### src/rtl/reloj_pkg.sv
// reloj_pkg: shared constants and helpers for the RELOJ clock-division slice.
//   MAX_CH / STAGE_W   : channel limit and width of one packed ratio field
//   SEG_POR_MIN, ...   : default cascade ratios (seconds, minutes, hours)
//   div_field(vec, i)  : extracts ratio field i from a packed STAGE_DIV vector
package reloj_pkg;

   localparam int unsigned MAX_CH  = 8;
   localparam int unsigned STAGE_W = 8;

   localparam int unsigned SEG_POR_MIN   = 60;
   localparam int unsigned MIN_POR_HORA  = 60;
   localparam int unsigned HORAS_POR_DIA = 24;

   function automatic logic [STAGE_W-1:0] div_field(
      input logic [STAGE_W*MAX_CH-1:0] vec,
      input int unsigned               i
   );
      return vec[STAGE_W*i +: STAGE_W];
   endfunction

endpackage

### src/rtl/divisor_frecuencia_multi_div_stage.sv
// div_stage: modulo-N counter used for the prescaler and every cascade channel.
//   clock, rst_n : rising-edge clock, asynchronous active-low reset
//   inc          : advance the counter on this edge
//   clr          : synchronous clear, wins over inc
//   count        : current count, 0..N-1
//   carry        : combinational wrap indication (inc && count == N-1)
module div_stage #(
   parameter int unsigned N = 2,
   parameter int unsigned W = $clog2(N)
) (
   input  logic         clock,
   input  logic         rst_n,
   input  logic         inc,
   input  logic         clr,
   output logic [W-1:0] count,
   output logic         carry
);

   localparam logic [W-1:0] LAST = W'(N - 1);

   assign carry = inc && (count == LAST);

   always_ff @(posedge clock or negedge rst_n) begin
      if (!rst_n) begin
         count <= '0;
      end else if (clr || carry) begin
         count <= '0;
      end else if (inc) begin
         count <= count + W'(1);
      end
   end

endmodule

### src/rtl/divisor_frecuencia_multi.sv
// divisor_frecuencia_multi: prescaler plus cascaded divide-by-D channels.
//   clock : system clock, rising edge
//   rst_n : asynchronous active-low reset
//   en    : count enable, low holds every counter
//   clr   : synchronous clear of all counters, tick and sq
//   tick  : one-cycle registered strobe per channel
//   sq    : registered square wave per channel when DIV_SQUARE_OUT_EN is
//           defined, constant 0 otherwise
// Channel 0 ticks every CLK_HZ/BASE_HZ enabled cycles; channel i divides
// channel i-1 by field i of STAGE_DIV. Carries ripple combinationally, so
// coinciding ticks on several channels assert in the same cycle.
module divisor_frecuencia_multi
   import reloj_pkg::*;
#(
   parameter int unsigned                  CLK_HZ    = 50000000,
   parameter int unsigned                  BASE_HZ   = 1,
   parameter int unsigned                  NUM_CH    = 3,
   parameter logic [STAGE_W*MAX_CH-1:0]    STAGE_DIV = 64'h3C3C00
) (
   input  logic              clock,
   input  logic              rst_n,
   input  logic              en,
   input  logic              clr,
   output logic [NUM_CH-1:0] tick,
   output logic [NUM_CH-1:0] sq
);

   localparam int unsigned PRE = CLK_HZ / BASE_HZ;
   localparam int unsigned PW  = (PRE < 2) ? 1 : $clog2(PRE);

   if (NUM_CH < 1 || NUM_CH > MAX_CH) begin : g_bad_num_ch
      $fatal(1, "NUM_CH must be within 1..8");
   end
   if (PRE < 2) begin : g_bad_pre
      $fatal(1, "CLK_HZ/BASE_HZ must be at least 2");
   end

   logic [NUM_CH-1:0] carry;
   logic [PW-1:0]     p;
   logic              pre_cy;

   div_stage #(
      .N (PRE),
      .W (PW)
   ) u_pre (
      .clock (clock),
      .rst_n (rst_n),
      .inc   (en),
      .clr   (clr),
      .count (p),
      .carry (pre_cy)
   );

   assign carry[0] = pre_cy;

`ifdef DIV_SQUARE_OUT_EN
   logic [NUM_CH-1:0] sq_nxt;
   logic [PW-1:0]     p_nxt;

   // Square outputs are decoded from the counters' next values so sq lines
   // up with the registered tick instead of trailing it by a cycle.
   always_comb begin
      p_nxt = p;
      if (clr || pre_cy) begin
         p_nxt = '0;
      end else if (en) begin
         p_nxt = p + PW'(1);
      end
   end

   assign sq_nxt[0] = (p_nxt >= PW'(PRE / 2));
`else
   logic unused_p;
   assign unused_p = ^p;
`endif

   for (genvar i = 1; i < NUM_CH; i++) begin : g_ch
      localparam int unsigned D = div_field(STAGE_DIV, i);

      if (D < 2) begin : g_bad_div
         $fatal(1, "STAGE_DIV ratio fields 1..NUM_CH-1 must be at least 2");
      end

      logic               cy_in;
      logic               cy;
      logic [STAGE_W-1:0] c;

      // Each link of the carry chain is its own net so the ripple does not
      // loop back through a single vector.
      if (i == 1) begin : g_first
         assign cy_in = pre_cy;
      end else begin : g_next
         assign cy_in = g_ch[i-1].cy;
      end

      div_stage #(
         .N (D),
         .W (STAGE_W)
      ) u_stage (
         .clock (clock),
         .rst_n (rst_n),
         .inc   (cy_in),
         .clr   (clr),
         .count (c),
         .carry (cy)
      );

      assign carry[i] = cy;

`ifdef DIV_SQUARE_OUT_EN
      logic [STAGE_W-1:0] c_nxt;

      always_comb begin
         c_nxt = c;
         if (clr || cy) begin
            c_nxt = '0;
         end else if (cy_in) begin
            c_nxt = c + STAGE_W'(1);
         end
      end

      assign sq_nxt[i] = (c_nxt >= STAGE_W'(D / 2));
`else
      logic unused_c;
      assign unused_c = ^c;
`endif
   end

   // clr discards any wrap landing on the same edge.
   always_ff @(posedge clock or negedge rst_n) begin
      if (!rst_n) begin
         tick <= '0;
      end else if (clr) begin
         tick <= '0;
      end else begin
         tick <= carry;
      end
   end

`ifdef DIV_SQUARE_OUT_EN
   always_ff @(posedge clock or negedge rst_n) begin
      if (!rst_n) begin
         sq <= '0;
      end else begin
         sq <= sq_nxt;
      end
   end
`else
   assign sq = '0;
`endif

endmodule

### config.mk
export PLATFORM = sky130hd
export DESIGN_NAME = divisor_frecuencia_multi
export DESIGN_NICKNAME = d
export VERILOG_FILES = /design/src/rtl/reloj_pkg.sv /design/src/rtl/divisor_frecuencia_multi_div_stage.sv /design/src/rtl/divisor_frecuencia_multi.sv
export SDC_FILE = /design/constraint.sdc
export NUM_CORES = 1
export LEC_CHECK = 0
export CAP_MARGIN = 10
export CORE_MARGIN = 1
export CORE_UTILIZATION = 30
export DETAILED_ROUTE_END_ITERATION = 10
export GPL_TIMING_DRIVEN = 0
export SLEW_MARGIN = 20
export SYNTH_ARGS = -nofsm -noshare
export SYNTH_HDL_FRONTEND = slang
export SYNTH_SLANG_ARGS = --single-unit
### constraint.sdc
create_clock -name clock -period 2.5 [get_ports clock]
set_clock_uncertainty 0.2 [all_clocks]
set_input_delay 0.5 -clock clock [delete_from_list [all_inputs] [get_ports clock]]
set_output_delay 0.5 -clock clock [all_outputs]
set_load 0.01 [all_outputs]
; ---- After elaboration in Yosys (flattened, before gate mapping)
; Index checks and enable logic that the tools add are counted.
[word_totals]
regBits = 45
input_bits = 4
output_inout_bits = 6
wordCells = 26
[classes]
addsub = 3
n_eq_ne = 3
muxes = 7
n_reduce_logical = 9
[ops]
columns = operator, count
row1 = 26-bit two-way mux, 2
row2 = 8-bit two-way mux, 4
row3 = "26-bit by 1-bit adder with 26-bit output, second input constant", 1
row4 = "26-bit == test, second input constant", 1
row5 = "8-bit by 1-bit adder with 8-bit output, second input constant", 2
row6 = "8-bit by 6-bit == test with 1-bit output, second input constant", 2
row7 = 2-bit nonzero test, 3
row8 = 1-bit logical AND, 3
row9 = 1-bit logical OR, 3
row10 = 3-bit two-way mux, 1

; ---- Longest topological paths before layout
[logic_depth]
word_depth = 6
ltp_mapped = 8
mapped_depth_nobuf = 6

; ---- Modules after synthesis
; Synthesis repeated with hierarchy kept, for this count alone.
[hier_totals]
cells_unflattened = 251
area_unflattened_um2 = 2454.9
[modules_own_cells]
columns = mod, instances, cells_each, area_per_inst_um2, seq_area_each_um2
row1 = div_stage (u_pre), 1, 149, 1416.4, 650.6
row2 = div_stage (g_ch[1].u_stage ...), 2, 46, 459.2, 200.2
row3 = divisor_frecuencia_multi, 1, 10, 120.1, 75.1

; ---- Least setup slack after synthesis
; No wires, ideal clock.
[synth_path]
kind = register to register
start = reg g_ch[1].u_stage.count[0]
end = reg g_ch[2].u_stage.count[1]
setup_ns = 0.074
arrival_ns = 1.952
required_time_ns = 2.226
path_slack_ns = 0.274
path_stages_with_launch = 8
path_buffers = 1
synth_period_minus_slack_ns = 2.226
path_cell_list = dfrtp_1 -> ha_1 -> or4b_4 -> nor2_8 -> nand4_4 -> buf_4 -> or3b_1 -> a21oi_2
[synth_between]
elab_chain_len = 5
elab_cells_between_ends = 6
cone_classes = 1 x eq/ne / 1 x mux / 4 x reduce/logical
[synth_lines]
columns = item, line
row1 = from (decl), divisor_frecuencia_multi_div_stage.sv:15  ; output logic [W-1:0] count,
row2 = from (signal assigned), divisor_frecuencia_multi_div_stage.sv:29  ; count <= count + W'(1);
row3 = 8-bit by 6-bit == test with 1-bit output *, divisor_frecuencia_multi_div_stage.sv:21  ; assign carry = inc && (count == LAST);
row4 = 1-bit logical AND *, divisor_frecuencia_multi_div_stage.sv:21
row5 = 1-bit logical AND, divisor_frecuencia_multi_div_stage.sv:21
row6 = 1-bit logical OR, divisor_frecuencia_multi_div_stage.sv:26  ; end else if (clr || carry) begin
row7 = 8-bit two-way mux / 2-bit nonzero test (equally long branches), n/a
row8 = to (signal assigned), divisor_frecuencia_multi_div_stage.sv:29
row9 = to (decl), divisor_frecuencia_multi_div_stage.sv:15
; Every way passes the cells marked *; elsewhere a longest branch is shown, timed or not.
; A chain may end at the register's enable or synchronous reset.

; ---- Worst setup path after layout
[layout_path]
start = reg g_ch[1].u_stage.count[1]
end = reg g_ch[2].u_stage.count[1]
; The elaborated chain is that of the path after synthesis.

==> results.txt <==
The number of cells produced by synthesis came out at 247. The global-route usage over all layers came out at 12.3%. The switching power of the nets is 288 uW. The largest fanout of any net on the critical path came out at 10.

Clock-pin slew was measured on the worst setup and hold paths at 0.08 ns. In this design, the stage delay of the slowest critical-path cell is 0.52 ns. The number of detailed-route iterations in the first pass came out at 4. The final critical-path share of the clock period is 95.0%. The top flip-flop cell by instance count after synthesis is dfrtp_1. The proportion of total power due to net switching is 22.4%.

The critical setup path kind is register to register. The number of port buffers came out at 5. Sorting the synthesized cells by area gives the leading types as dfrtp_1 47%, xor2_1 6.3%, nor2_1 5.8%, nand4_1 3.4%, nand3_1 3.2%. The finished layout holds 367 standard cells, fillers aside. The maximum clock rate is 0.421 GHz.

The transition time of the tightest slew-check pin is 0.838 ns. At the placement stage, the worst setup path has a slack of -0.0431 ns. VDD sags by at most 0.215 mV.

The CTS buffer count is 5. Summed over all layers, the global routing overflow is 0. The mean routed wirelength per cell came out at 12.5 um.

The power per standard cell area is 474 nW/um^2. The final net count is 271. The proportion of power drawn by combinational gates came out at 4.1%. At the worst endpoint, the required time is 2.53 ns. The via count of the first global-routing pass was 1825. The final critical-path required period came out at 2.37 ns. The register area share after synthesis came out at 47.3%.

Setup repair after global routing left no endpoint under its margin. The reported max-cap violation count is 0. Among all cell types in the netlist, the one instantiated most often is dfrtp_1. The initial core utilization is 31.0%.

The via count of the routed design came out at 1818. The HPWL after detailed placement came out at 3250 um. The register bit total from synthesis came out at 45. In this run the static leakage power is 0.00112 uW. The detailed router finished its first iteration with 53 violations.

The longest clock path from root to sink contains 2 buffers. The die covers 8300 sq um. The area of all placed cells without fillers is 2710 sq um. Power comes to 1290 uW.

The commonest cells after synthesis are 45 x dfrtp_1, 37 x nor2_1, 17 x xor2_1. The wire length of the first global-routing pass is 8320 um. The number of antenna diodes in the final layout is 0. STA classifies the critical path endpoint as a register. The number of nets with antenna violations after detailed routing is 0. The cell sitting at the root of the clock tree is a clkbuf_8. The max-slew violation count is 0. The run finished with clean final reports. STA puts the critical path data arrival time at 2.40 ns. After synthesis the cells add up to 2380 sq um. Setup slack closes at 0.126 ns. STA classifies the critical path startpoint as a register. The TritonCTS clock tree is done.

The synthesized area per cell is 9.64 sq um. The clock insertion delay at the later pin of the skew report is 0.30 ns. The slowest stage of the critical path belongs to the cell or4b_4. The hold violation count in the final report came to 0. The placed standard-cell area came out at 2580 sq um. The Yosys warning count is 0. The number of placed I/O pins came out at 10. The final estimated routing congestion in global placement is 0.782. The final cell utilization of the core came out at 35.3%. The min-delay analysis places its worst path in the category register to register.

The area growth from synthesis to layout is 14.0%. The number of DRC violations after detailed routing is 0. Walking the worst path, the cells encountered are ha_2 -> or4b_4 -> nor2_8 -> nand4_4 -> buf_4 -> or3b_1 -> a21oi_2.

The tree built by TritonCTS fans out to 45 sinks. The sequential fraction of design power is 57.1%. The number of H-tree levels is 2. The clock network burns 38.8% of the power.

The largest total area in the synthesized netlist belongs to dfrtp_1. The total core area came out at 7690 sq um. After detailed routing, the number of vias per cell comes to 4.95. The number of synthesized flops with an enable pin is 0. The fraction of layout cells with a size suffix above 1 is 11.7%. The total length of routed wires is 4580 um. After floorplanning, the core was divided into 32 placement rows. The instance count after placement with tap cells included is 357. The vertical die dimension is 91.1 um.

The pin count of the biggest net entering global routing came out at 27. The total setup violations reported at the end of the flow came out at 0. The share of flip-flops with an asynchronous set or reset came out at 100%. The number of unique standard cell types used by synthesis is 44. The slack of the worst reg-to-reg path came out at 0.13 ns.

The number of antenna violations at the first check in global routing is 0. The relative slew slack came out at 43.6%. The x dimension of the die came out at 91.1 um.

The cell-internal power is 997 uW. The area fraction of the dominant cell type after synthesis came out at 47.3%.
[through the flow]
step	setup TNS, ns	hold slack, ns
2_1_floorplan	0	0.00441
3_3_place_gp	-24.71	0.324
3_5_place_dp	-0.666	0.287
4_1_cts	0	0.354
5_1_grt	0	0.379
6_report	0	0.356
[cell families (layout without fill, tap and decap cells)]
group / after synthesis / in the layout / synth area share (%)
other: 1 / 3 / 0.157
AND/OR/NAND/NOR: 126 / 126 / 30.7
XOR/XNOR: 24 / 24 / 8.83
AO/OA/AOI/OAI: 33 / 33 / 7.99
buffers and inverters: 14 / 30 / 2.99
flip-flops: 45 / 45 / 47.3
adder cells (fa/ha/maj): 3 / 3 / 1.58
multiplexers: 1 / 1 / 0.420
[power groups by stage]
stage	clock (uW)	combinational (uW)	sequential (uW)
finish	498	53.1	734
global route	535	61.0	735
CTS	512	55.0	734
detailed placement	0	53.7	749
global placement	0	50.1	749
floorplan	0	25.1	748
[registers in the layout, indices dropped and copies added, names as in the netlist]
register	count
g_ch.u_stage.count	16
u_pre.count	26
tick	3
[path summary, 6_finish.rpt]
kind / from / to / cells after the start
max in group asynchronous: rst_n / u_pre.count[3] / 3
worst min register to register: g_ch[2].u_stage.count[1] / g_ch[2].u_stage.count[1] / 2
worst min-delay path: g_ch[2].u_stage.count[1] / g_ch[2].u_stage.count[1] / 2
worst max register to register: g_ch[1].u_stage.count[1] / g_ch[2].u_stage.count[1] / 7
worst max-delay path: g_ch[1].u_stage.count[1] / g_ch[2].u_stage.count[1] / 7
min in group asynchronous: rst_n / u_pre.count[19] / 2
[per-layer routing]
layer  global-route usage, %  up-vias  part of all wire, %  routed length, um
met5                       0        -                    0                  0
met4                    4.23        0                  1.4                 63
met3                    2.51        7                  2.7                125
met2                    19.3       25                   45               2050
met1                    16.9      872                   51               2340
li1                        -      914                    -                  -
[worst max-delay path, delay by kind of cell (launching register included)]
family | cells | cell delay, ns
buffers and inverters | 1 | 0.20
AO/OA/AOI/OAI | 1 | 0.13
flip-flops | 1 | 0.40
adder cells (fa/ha/maj) | 1 | 0.22
AND/OR/NAND/NOR | 4 | 1.15
[layout make-up]
class / instances / area (sq um)
buffer: 9 / 52.6
clock buffer: 7 / 96.3
clock inverter: 1 / 5.00
fill: 790 / 4970
inverter: 4 / 15.0
multi-input combinational: 190 / 1200
sequential: 45 / 1130
tap: 102 / 128
timing repair buffer: 9 / 90.1
[layout by cell type (no fill, tap or decap), types with 7 or more instances in the layout]
| cell type | count |
|---|---|
| nor2_1 | 37 |
| nand4_1 | 13 |
| nand3_1 | 14 |
| dfrtp_1 | 45 |
| a21oi_1 | 14 |
| xor2_1 | 17 |
| o21ai_0 | 9 |
| nand2_1 | 16 |
| clkbuf_8 | 7 |
| xnor2_1 | 7 |
[what timing repair did]
item	4_1_cts	5_1_grt
resized for setup	0	3
hold endpoints to repair	19	0
buffers inserted	0	2
setup endpoints to repair	0	26
hold buffers	1	0
Power figures use the tool's default switching activity.
